## src/rtl/operand_fetch.sv

```systemverilog
`default_nettype none
// ============================================================================
//  Module   : operand_fetch
//  Purpose  : Operand-fetch stage for ARM data-processing words. Reads Rn/Rm
//             from the register file, tracks outstanding destination writes
//             in a 16-bit pending scoreboard, stalls on read-after-write
//             hazards and holds a registered bundle for the execute stage.
//  Options  : OF_BYPASS_EN - when defined, a pending source that is being
//             retired by the writeback port in the same cycle is forwarded
//             from wb_data instead of stalling.
//  Revision : 1.0 - initial release
// ============================================================================
module operand_fetch (
    input  logic        clk,
    input  logic        rst,
    input  logic        instr_valid,
    input  logic [31:0] instr,
    output logic        instr_ready,
    output logic [3:0]  read_addr1,
    output logic [3:0]  read_addr2,
    output logic        read_enable1,
    input  logic [31:0] read_data1,
    input  logic [31:0] read_data2,
    input  logic        wb_valid,
    input  logic [3:0]  wb_addr,
    input  logic [31:0] wb_data,
    input  logic        flush,
    output logic        ex_valid,
    input  logic        ex_ready,
    output logic [31:0] ex_op_a,
    output logic [31:0] ex_op_b,
    output logic [3:0]  ex_dest,
    output logic [3:0]  ex_opcode,
    output logic [3:0]  ex_cond,
    output logic        ex_s,
    output logic        ex_imm_en,
    output logic        ex_wr_en
);

    // Instruction field decode
    logic        w_imm;
    logic [3:0]  w_opcode;
    logic [3:0]  w_rn;
    logic [3:0]  w_rd;
    logic [3:0]  w_rm;
    logic        w_wr_en;
    logic        w_unused_bits;

    assign w_imm    = instr[25];
    assign w_opcode = instr[24:21];
    assign w_rn     = instr[19:16];
    assign w_rd     = instr[15:12];
    assign w_rm     = instr[3:0];
    // TST/TEQ/CMP/CMN (1000..1011) only update flags, never a register
    assign w_wr_en  = (w_opcode[3:2] != 2'b10);
    // Bits 27:26 are the data-processing class field, fixed by decode upstream
    assign w_unused_bits = ^instr[27:26];

    assign read_addr1   = w_rn;
    assign read_addr2   = w_rm;
    assign read_enable1 = instr_valid;

    // Scoreboard and held execute bundle
    logic [15:0] r_pending;
    logic [15:0] w_pending_next;
    logic        r_ex_valid;
    logic [31:0] r_ex_op_a;
    logic [31:0] r_ex_op_b;
    logic [3:0]  r_ex_dest;
    logic [3:0]  r_ex_opcode;
    logic [3:0]  r_ex_cond;
    logic        r_ex_s;
    logic        r_ex_imm_en;
    logic        r_ex_wr_en;

    // Hazard detection: Rn is always a source, Rm only for register operand 2
    logic        w_rn_pend;
    logic        w_rm_pend;
    logic        w_rn_fwd;
    logic        w_rm_fwd;
    logic        w_hazard;
    logic        w_accept;
    logic [31:0] w_src_a;
    logic [31:0] w_src_b;

    assign w_rn_pend = r_pending[w_rn];
    assign w_rm_pend = !w_imm && r_pending[w_rm];

`ifdef OF_BYPASS_EN
    // A pending source retiring this very cycle is taken straight off the wb port
    assign w_rn_fwd = w_rn_pend && wb_valid && (wb_addr == w_rn);
    assign w_rm_fwd = w_rm_pend && wb_valid && (wb_addr == w_rm);
`else
    // No forwarding: the source is picked up from the file the cycle after retire
    assign w_rn_fwd = 1'b0;
    assign w_rm_fwd = 1'b0;
`endif

    assign w_hazard = instr_valid &&
                      ((w_rn_pend && !w_rn_fwd) || (w_rm_pend && !w_rm_fwd));

    // Reset forces ready low so nothing is accepted while state is cleared
    assign instr_ready = rst && !w_hazard && (!r_ex_valid || ex_ready) && !flush;
    assign w_accept    = instr_valid && instr_ready;

    assign w_src_a = w_rn_fwd ? wb_data : read_data1;
    assign w_src_b = w_imm    ? {20'd0, instr[11:0]}
                   : (w_rm_fwd ? wb_data : read_data2);

    // Next scoreboard: retire and flush clear first, so a same-edge set wins
    always_comb begin
        w_pending_next = r_pending;
        if (wb_valid) begin
            w_pending_next[wb_addr] = 1'b0;
        end
        if (flush && r_ex_valid && r_ex_wr_en) begin
            w_pending_next[r_ex_dest] = 1'b0;
        end
        if (w_accept && w_wr_en) begin
            w_pending_next[w_rd] = 1'b1;
        end
    end

    // Scoreboard register
    always_ff @(posedge clk) begin
        if (!rst) begin
            r_pending <= 16'd0;
        end else begin
            r_pending <= w_pending_next;
        end
    end

    // Execute bundle: load on accept, drop on flush or on downstream take
    always_ff @(posedge clk) begin
        if (!rst) begin
            r_ex_valid  <= 1'b0;
            r_ex_op_a   <= 32'd0;
            r_ex_op_b   <= 32'd0;
            r_ex_dest   <= 4'd0;
            r_ex_opcode <= 4'd0;
            r_ex_cond   <= 4'd0;
            r_ex_s      <= 1'b0;
            r_ex_imm_en <= 1'b0;
            r_ex_wr_en  <= 1'b0;
        end else if (w_accept) begin
            r_ex_valid  <= 1'b1;
            r_ex_op_a   <= w_src_a;
            r_ex_op_b   <= w_src_b;
            r_ex_dest   <= w_rd;
            r_ex_opcode <= w_opcode;
            r_ex_cond   <= instr[31:28];
            r_ex_s      <= instr[20];
            r_ex_imm_en <= w_imm;
            r_ex_wr_en  <= w_wr_en;
        end else if (flush || ex_ready) begin
            r_ex_valid  <= 1'b0;
        end
    end

    assign ex_valid  = r_ex_valid;
    assign ex_op_a   = r_ex_op_a;
    assign ex_op_b   = r_ex_op_b;
    assign ex_dest   = r_ex_dest;
    assign ex_opcode = r_ex_opcode;
    assign ex_cond   = r_ex_cond;
    assign ex_s      = r_ex_s;
    assign ex_imm_en = r_ex_imm_en;
    assign ex_wr_en  = r_ex_wr_en;

endmodule
`default_nettype wire

```

## config.mk

```make
export PLATFORM = sky130hd
export DESIGN_NAME = operand_fetch
export DESIGN_NICKNAME = d
export VERILOG_FILES = /design/src/rtl/operand_fetch.sv
export SDC_FILE = /design/constraint.sdc
export NUM_CORES = 1
export LEC_CHECK = 0
export CAP_MARGIN = 20
export CORE_ASPECT_RATIO = 1.2
export CORE_UTILIZATION = 40
export DETAILED_ROUTE_END_ITERATION = 8
export PLACE_DENSITY = 0.82
export SYNTH_ARGS = -nofsm -noshare
export SYNTH_HDL_FRONTEND = slang
export SYNTH_SLANG_ARGS = --single-unit
export TNS_END_PERCENT = 100
```

## constraint.sdc

```tcl
create_clock -name clk -period 2.5 [get_ports clk]
set_clock_uncertainty 0.2 [all_clocks]
set_input_delay 0.5 -clock clk [delete_from_list [all_inputs] [get_ports clk]]
set_output_delay 0.5 -clock clk [all_outputs]
set_load 0.03 [all_outputs]
```

# ---- After elaboration in Yosys (flattened, before gate mapping)
# Index checks and enable logic that the tools add are counted.
dict set report totals {
  reg_bits 96
  in_bits 138
  output_inout_bits 90
  word_cells 60
}
dict set report classes {
  muxes 16
  n_reduce_logical 20
  magnitude_cmp 8
  bitwise_logic 5
  eq_ne 1
}
# operator n
set ops {}
lappend ops {{$mux W16} 3}
lappend ops {{$and A16 B16 Y16} 2}
lappend ops {{$mux W32} 1}
lappend ops {{$not A16 Y16} 2}
lappend ops {{$lt A4 B5 Y1 const B} 5}
lappend ops {{$or A16 B16 Y16} 1}
lappend ops {{$demux W1 S4} 3}
lappend ops {{$ge A4 B1 Y1 const B} 3}
lappend ops {{$logic_and A1 B1 Y1} 12}
lappend ops {{$bmux W1 S4} 2}
lappend ops {{$mux W1} 7}
lappend ops {{$logic_not A1 Y1} 4}
lappend ops {{$logic_or A1 B1 Y1} 3}
lappend ops {{$ne A2 B2 Y1 const B} 1}
lappend ops {{$reduce_bool A2 Y1} 1}

# ---- Longest topological paths before layout
# Gate-level depths: netlist (run 1).
dict set report depth {
  depth_word 12
  ltp_mapped 8
  ltp_nobuf 5
}

# ---- Least setup slack after synthesis (run 1)
# OpenSTA, ideal clock, no wires.
dict set report synth_path {
  kind {input port to output port}
  startpoint {input port instr[17]}
  endpoint {output port instr_ready}
  n_path_buf 0
  required_ps 1800
  setup_slack_ps -260
  t_arrival_ps 2060
  cell_stages 5
  cell_sequence {mux4_1 > mux2_2 > mux2i_4 > nand3_1 > a21oi_1}
}
dict set report synth_between {
  elab_chain_len 8
}
# element line
set synth_rtl {}
lappend synth_rtl {{from (decl)} 17} ;# input logic [31:0] instr,
lappend synth_rtl {{$bmux W1 S4} 86} ;# assign w_rn_pend = r_pending[w_rn];
lappend synth_rtl {{$mux W1 (not written as such)} 86}
lappend synth_rtl {{$logic_or A1 B1 Y1} 100} ;# ((w_rn_pend && !w_rn_fwd) || (w_rm_pend && !w_rm_fwd));
lappend synth_rtl {{$logic_and A1 B1 Y1} 99} ;# assign w_hazard = instr_valid &&
lappend synth_rtl {{$logic_not A1 Y1} 103} ;# assign instr_ready = rst && !w_hazard && (!r_ex_valid || ex_ready) && !flush;
lappend synth_rtl {{$logic_and A1 B1 Y1 (3 in a row)} 103}
lappend synth_rtl {{to (decl)} 18} ;# output logic instr_ready,
# No other way between the ends. The select of a mux whose other input is x is not followed.

# ---- Final worst setup path (run 1)
# Ends and elaborated chain as after synthesis.

==> metrics.log, run 1 <==
INFO  metric reg2reg_depth = 8
INFO  metric slew_headroom = 41.80%
INFO  metric cts-root-buf = sky130_fd_sc_hd__clkbuf_16
INFO  metric first_global_vias = 4,340
INFO  metric avgSynthCellArea = 9.344 um^2
INFO  metric yosysSeqAreaShare = 42.76%
INFO  metric power.density_cell_area = 523.3 nW/um^2
INFO  metric cts_made_buffers = 9
INFO  metric detail_route.vias_per_cell = 5.123
INFO  metric post_route_total_power = 3.661 mW
INFO  metric layout.cells.most_common = sky130_fd_sc_hd__clkdlybuf4s50_1
INFO  metric yosysWarnings = 0
INFO  metric mappedNetlistNets = 619
INFO  metric crit_type = in2out
INFO  metric crit_fanout = 4
INFO  metric worst-r2r-setup-slack = 0.09 ns
INFO  metric worstHoldPathCells = 2
INFO  metric critical_path_buf_inv_count = 2
INFO  metric netlist-cell-type-count = 32
INFO  metric reg2reg_from = r_pending[11]$_SDFF_PN0_
INFO  metric placement_rows = 42
INFO  metric critical_path.top_delay_family = multiplexers
INFO  metric worstPathRequired = 1.80 ns
INFO  metric drc_errors = 0
INFO  metric cap_violations = 0
INFO  metric max_freq = 376.5 MHz
INFO  metric insertion_delay = 0.34 ns
INFO  metric drtIter0Drc = 188
INFO  metric final-seq-area = 1932 um^2
INFO  metric postRouteAntennaNets = 0
INFO  metric setup.worst_path.end_class = output port
INFO  metric failing_checks = setup timing
INFO  metric grt_util_all_layers = 22.68%
INFO  metric worstPathCellList = buf_4, mux4_2, mux2_4, mux2i_4, nand3_2, a21oi_4, buf_6
INFO  metric holdCritStartpoint = ex_op_b[11]$_SDFFE_PN0P_
INFO  metric irDropWorstVdd = 0.0002904 V
INFO  metric max_stage_delay = 0.51 ns
INFO  metric timing.final.max_slew_violations = 0
INFO  metric final_setup_vio_count = 1
INFO  metric post_drt_wl_per_cell = 16.49 um
INFO  metric dieArea = 11,670 um^2
INFO  metric clock_sinks = 96
INFO  metric reg2reg_to = ex_imm_en$_SDFFE_PN0P_
INFO  metric crit_path_start_kind = input port
INFO  metric grt_start_max_net_pins = 86
INFO  metric grt_antenna_before_repair = 0
INFO  metric areaGrowthSynthToFinish = 55.65%
INFO  metric routability_congestion_estimate = 0.9799
INFO  metric final_layout_size_suffix_gt1_share = 13.20%
INFO  metric outcome = finished with violations
INFO  metric synth_edf_count = 0
INFO  metric cts-htree-levels = 3
INFO  metric worst_setup_hold_path_clk_slew = 0.06 ns
INFO  metric fp.coreArea = 10,980 um^2
INFO  metric grt_setup_unrepaired = yes
INFO  metric gate_count_after_technology_mapping = 481
INFO  metric cts_max_path_buffers = 2
INFO  metric synth-main-ff-cell = sky130_fd_sc_hd__dfxtp_1
INFO  metric min_period_over_period = 106.2%
INFO  metric mappedNetlistArea = 4494 um^2
INFO  metric number_of_inserted_filler_cells_in_the_final_layout = 924
INFO  metric place_hpwl = 9980 um
INFO  metric initial_utilization = 40.92%
INFO  metric timing.hold.ws = 0.2580 ns
INFO  metric cts_tree = done
INFO  metric global_route_wire_length_before_repair = 20,880 um
INFO  metric ctsHoldBuffers = 0
INFO  metric gr-total-overflow = 0
INFO  metric detailroute.via_count = 4,247
INFO  metric hold_end = ex_op_b[11]$_SDFFE_PN0P_
INFO  metric totalWireLength = 13,670 um
INFO  metric max_slew.worst_pin.slew = 0.8730 ns
INFO  metric diodes = 0
INFO  metric place_ws = -0.7522 ns
INFO  metric design.portCount = 228
INFO  metric min_period = 2.656 ns
INFO  metric ys_seq_elements = 96
INFO  metric static-leakage-power = 3.309 nW
INFO  metric multi_input_area = 2140 um^2
INFO  metric die-height = 118.1 um
INFO  metric finalNetCount = 830
INFO  metric critical_path.slowest_cell = sky130_fd_sc_hd__mux4_2
INFO  metric crit_arrival = 1.96 ns
INFO  metric port_buffers = 193
INFO  metric synth-async-reset-ratio = 0%
INFO  metric fp.dieW = 98.77 um
INFO  metric hp-class = reg2reg
INFO  metric drt_first_pass_iters = 4
INFO  metric layout_setup_ws = -0.1562 ns
INFO  metric timing.final.hold_violations = 0
INFO  metric layout.cells.most_common_list = sky130_fd_sc_hd__clkdlybuf4s50_1 (181), sky130_fd_sc_hd__nand2_1 (118), sky130_fd_sc_hd__mux2i_1 (98), sky130_fd_sc_hd__dfxtp_1 (88), sky130_fd_sc_hd__inv_1 (49)
worst reg2reg max path, stage by stage (launching register included):
cell and delay (ns):
sky130_fd_sc_hd__dfxtp_2 0.32, sky130_fd_sc_hd__mux4_2 0.47, sky130_fd_sc_hd__mux2_4 0.28, sky130_fd_sc_hd__mux2i_4 0.15, sky130_fd_sc_hd__buf_4 0.14, sky130_fd_sc_hd__nand4_1 0.15, sky130_fd_sc_hd__buf_4 0.19, sky130_fd_sc_hd__clkbuf_16 0.20
sky130_fd_sc_hd__mux2i_1 0.15
synth_stat cells (2+ instances only):
master	instances	area, um^2
sky130_fd_sc_hd__o41ai_1	6	52.55
sky130_fd_sc_hd__buf_8	8	120.1
sky130_fd_sc_hd__inv_1	49	183.9
sky130_fd_sc_hd__nand2_1	118	442.9
sky130_fd_sc_hd__buf_4	9	67.56
sky130_fd_sc_hd__nor2_1	6	22.52
sky130_fd_sc_hd__o31ai_1	9	67.56
sky130_fd_sc_hd__mux2_2	2	22.52
sky130_fd_sc_hd__nand2b_1	3	18.77
sky130_fd_sc_hd__nand3b_1	2	15.01
sky130_fd_sc_hd__buf_6	2	22.52
sky130_fd_sc_hd__nand4_1	2	12.51
sky130_fd_sc_hd__o21ai_0	2	10.01
sky130_fd_sc_hd__dfxtp_1	96	1922
sky130_fd_sc_hd__nand3_1	14	70.07
sky130_fd_sc_hd__o2111ai_1	16	140.1
sky130_fd_sc_hd__nor2b_1	4	25.02
sky130_fd_sc_hd__mux2i_1	99	991.0
sky130_fd_sc_hd__clkbuf_1	15	56.30
sky130_fd_sc_hd__or2_2	2	12.51
sky130_fd_sc_hd__a22oi_1	2	15.01
sky130_fd_sc_hd__a311oi_1	2	17.52
sky130_fd_sc_hd__mux4_1	4	105.1
cell families (layout without fill, tap and decap cells):
kind of cell           count (synthesis)  after routing  synth area share (%)
and+or+nand+nor                      156            156                 14.70
muxes                                106            106                 25.39
DFF                                   96             96                 42.76
buffers and inverters                 84            300                 10.13
AOI/OAI and AO/OA                     39             39                 7.015
how the worst max path moves through the flow:
stage	start	to	slack [ns]	cells after the start
finish	instr[17]	instr_ready	-0.16	7
global route	r_pending[7]$_SDFF_PN0_	instr_ready	-0.21	6
CTS	r_pending[11]$_SDFF_PN0_	instr_ready	-0.20	6
detailed placement	instr[17]	instr_ready	-0.75	7
global placement	instr[17]	instr_ready	-0.68	7
floorplan	instr[17]	instr_ready	0.04	5
area by class of cell:
type,count,share of cell area (%)
clock inverters,7,0.6618
multi-input cells,301,30.58
inverters,49,2.629
clock buffers,9,3.219
flip-flops and latches,96,27.62
repair buffers,235,32.93
well taps,132,2.361
what timing repair did:
action / in CTS / in global routing
pin swaps: 4 / 3
setup endpoints to repair: 97 / 35
setup buffers: 6 / 3
gates cloned: 0 / 2
resized for setup: 16 / 8
sequential cells by signal (all words and copies together) (netlist names):
name       flops
ex_cond        4
ex_valid       1
ex_dest        4
ex_s           1
ex_op_a       32
r_pending     16
ex_opcode      4
ex_wr_en       1
ex_imm_en      1
ex_op_b       32
power breakdown:
group	switching, mW	internal [mW]	leakage [nW]
clock	0.593	0.674	0.139
sequential	0.0387	1.60	0.786
combinational	0.379	0.379	2.38
total	1.01	2.65	3.31
per-layer routing:
layer | global-route usage [%] | vias up | routed length [um] | part of all wire (%)
li1 | - | 2042 | - | -
met1 | 25.17 | 1974 | 5321 | 39
met2 | 40.52 | 196 | 7053 | 52
met3 | 4.572 | 35 | 899 | 6.6
met4 | 11.57 | 0 | 396 | 2.9
met5 | 0 | - | 0 | 0
per-stage QoR:
stage / utilization [%] / TNS, ns / cell area [um^2] / instances
final: 63.69 / -0.1562 / 6995 / 829
after global routing: 63.69 / -0.5189 / 6995 / 829
after CTS: 62.91 / -0.2048 / 6909 / 824
after detailed placement: 59.99 / -64.27 / 6589 / 802
after global placement: 59.99 / -57.47 / 6589 / 802
after floorplan: - / 0 / 4503 / 481
Note: power is estimated with default switching activity, not from simulation.
==> run 2, diff against run 1 <==
Settings changed: CTS_BUF_LIST set to sky130_fd_sc_hd__clkbuf_16.
==> results of run 2 <==
Same layout as run 1: the final DEF is identical, and so are final timing and power.
==> run 3, diff against run 2 <==
--- a/constraint.sdc
+++ b/constraint.sdc
@@ -4,2 +4,2 @@
 set_output_delay 0.5 -clock clk [all_outputs]
-set_load 0.03 [all_outputs]
+set_load 0.01 [all_outputs]
==> metrics.log, run 3 (synthesis gave the netlist of run 1 again) <==
INFO  metric outcome = finished with violations
INFO  metric failing_checks = setup timing
INFO  metric crit_arrival = 1.97 ns
INFO  metric detail_route.vias_per_cell = 5.185
INFO  metric min_period_over_period = 106.7%
INFO  metric setup.worst_path.end_class = output port
INFO  metric max_slew.worst_pin.slew = 0.6033 ns
INFO  metric reg2reg_to = ex_cond[2]$_SDFFE_PN0P_
INFO  metric clock_sinks = 96
INFO  metric worstPathRequired = 1.80 ns
INFO  metric detailroute.via_count = 4,314
INFO  metric timing.hold.ws = 0.2595 ns
INFO  metric cts-root-buf = sky130_fd_sc_hd__clkbuf_16
INFO  metric postRouteAntennaNets = 0
INFO  metric fp.coreArea = 10,980 um^2
INFO  metric finalNetCount = 834
INFO  metric place_ws = -1.100 ns
INFO  metric cts_tree = done
INFO  metric worstHoldPathCells = 2
INFO  metric fp.dieW = 98.77 um
INFO  metric final_cells = 832
INFO  metric port_buffers = 193
INFO  metric reg2reg_from = r_pending[3]$_SDFF_PN0_
INFO  metric drc_errors = 0
INFO  metric drtIter0Drc = 236
INFO  metric max_stage_delay = 0.46 ns
INFO  metric dp_cells = 808
INFO  metric crit_fanout = 2
INFO  metric static-leakage-power = 3.284 nW
INFO  metric layout.cells.most_common_list = sky130_fd_sc_hd__clkdlybuf4s50_1 (186), sky130_fd_sc_hd__nand2_1 (118), sky130_fd_sc_hd__mux2i_1 (97), sky130_fd_sc_hd__dfxtp_1 (91), sky130_fd_sc_hd__inv_1 (49)
INFO  metric totalNegativeSetupSlack = -0.1681 ns
INFO  metric final_layout_size_suffix_gt1_share = 12.29%
INFO  metric reg2reg_depth = 8
INFO  metric design.portCount = 228
INFO  metric totalWireLength = 13,500 um
INFO  metric critical_path.slowest_cell = sky130_fd_sc_hd__mux4_2
INFO  metric grt_start_max_net_pins = 61
INFO  metric dieArea = 11,670 um^2
INFO  metric placement_rows = 42
INFO  metric initial_utilization = 40.92%
INFO  metric worst_setup_hold_path_clk_slew = 0.07 ns
INFO  metric grt_antenna_before_repair = 0
INFO  metric die-height = 118.1 um
INFO  metric layout_setup_ws = -0.1681 ns
INFO  metric multi_input_area = 2147 um^2
INFO  metric number_of_inserted_filler_cells_in_the_final_layout = 927
INFO  metric hold_end = ex_op_b[5]$_SDFFE_PN0P_
INFO  metric first_global_vias = 4,464
INFO  metric global_route_wire_length_before_repair = 21,530 um
INFO  metric crit_type = reg2out
INFO  metric worstPathCellList = mux4_2, mux2_4, mux2i_4, nand3_2, a21oi_2, buf_2
INFO  metric timing.final.hold_violations = 0
INFO  metric diodes = 0
INFO  metric max_freq = 374.8 MHz
INFO  metric crit_path_start_kind = register
INFO  metric power.density_cell_area = 503.6 nW/um^2
INFO  metric layout.cells.most_common = sky130_fd_sc_hd__clkdlybuf4s50_1
INFO  metric routability_congestion_estimate = 0.9251
INFO  metric cts_made_buffers = 9
INFO  metric gr-total-overflow = 0
INFO  metric irDropWorstVdd = 0.0003000 V
INFO  metric cts_max_path_buffers = 2
INFO  metric post_drt_wl_per_cell = 16.22 um
INFO  metric insertion_delay = 0.34 ns
INFO  metric grt_setup_unrepaired = yes
INFO  metric hp-class = reg2reg
INFO  metric grt_util_all_layers = 23.40%
INFO  metric worst-r2r-setup-slack = 0.02 ns
INFO  metric timing.final.max_slew_violations = 0
INFO  metric areaGrowthSynthToFinish = 55.73%
INFO  metric place_hpwl = 9802 um
INFO  metric final_setup_vio_count = 1
INFO  metric min_period = 2.668 ns
INFO  metric holdCritStartpoint = ex_op_b[5]$_SDFFE_PN0P_
INFO  metric slew_headroom = 59.74%
INFO  metric final-seq-area = 1928 um^2
INFO  metric cap_violations = 0
INFO  metric cts-htree-levels = 3
INFO  metric drt_first_pass_iters = 4
[run 3: cell types whose count changed in the layout (fill, tap and decap cells not counted), moves of 3 or more]
cell	before	now
sky130_fd_sc_hd__clkdlybuf4s50_1	181	186
sky130_fd_sc_hd__dfxtp_1	88	91
sky130_fd_sc_hd__dfxtp_2	8	5
sky130_fd_sc_hd__clkinv_2	4	0
sky130_fd_sc_hd__buf_4	45	42
sky130_fd_sc_hd__clkinvlp_4	0	4
[run 3: where the power goes]
group | internal [mW] | leakage, nW | total [mW] | switching, mW
registers | 1.60 | 0.784 | 1.64 | 0.0393
logic | 0.377 | 2.39 | 0.644 | 0.267
clock network | 0.662 | 0.115 | 1.24 | 0.583
total | 2.64 | 3.28 | 3.52 | 0.889
[run 3: area by class of cell]
cell class / count / share of cell area [%]
flip-flops and latches: 96 / 27.55
repair buffers: 239 / 33.04
clock buffers: 9 / 3.218
well taps: 132 / 2.360
clock inverters: 6 / 0.5363
multi-input cells: 301 / 30.68
inverters: 49 / 2.628
[run 3: per-stage QoR]
step | util, % | power (mW) | instance area (um^2)
2_1_floorplan | - | 1.923 | 4494
3_3_place_gp | 60.28 | 2.280 | 6620
3_5_place_dp | 60.28 | 2.296 | 6620
4_1_cts | 63.34 | 3.555 | 6957
5_1_grt | 63.73 | 3.668 | 6999
6_report | 63.73 | 3.525 | 6999
[run 3: what timing repair did]
action / 4_1_cts / 5_1_grt
hold buffers: 0 / 0
resized for setup: 28 / 15
buffers inserted: 7 / 0
gates cloned: 1 / 2
pin swaps: 4 / 3
setup endpoints to repair: 97 / 50
[run 3: layer usage]
layer | up-vias | GRT usage [%] | part of all wire [%] | routed length [um]
li1 | 2062 | - | - | -
met1 | 1975 | 24.66 | 36 | 4913
met2 | 227 | 42.44 | 52 | 7035
met3 | 50 | 5.523 | 7.6 | 1027
met4 | 0 | 12.50 | 3.8 | 519
met5 | - | 0 | 0 | 0
[run 3: worst max-delay path by stage]
stage | start | to | slack, ns | cells after the start
after floorplan | instr[17] | instr_ready | 0.02 | 5
after CTS | r_pending[11]$_SDFF_PN0_ | instr_ready | -0.16 | 6
after detailed placement | instr[17] | instr_ready | -1.10 | 7
after global placement | instr[17] | instr_ready | -1.09 | 7
final | r_pending[3]$_SDFF_PN0_ | instr_ready | -0.17 | 6
after global routing | r_pending[7]$_SDFF_PN0_ | instr_ready | -0.23 | 6
[run 3: critical path: cells and delay by family, from the launching register on]
family / cells / cell delay, ns
muxes: 3 / 0.92
buffers and inverters: 1 / 0.14
AOI/OAI and AO/OA: 1 / 0.14
DFF: 1 / 0.33
and+or+nand+nor: 1 / 0.09
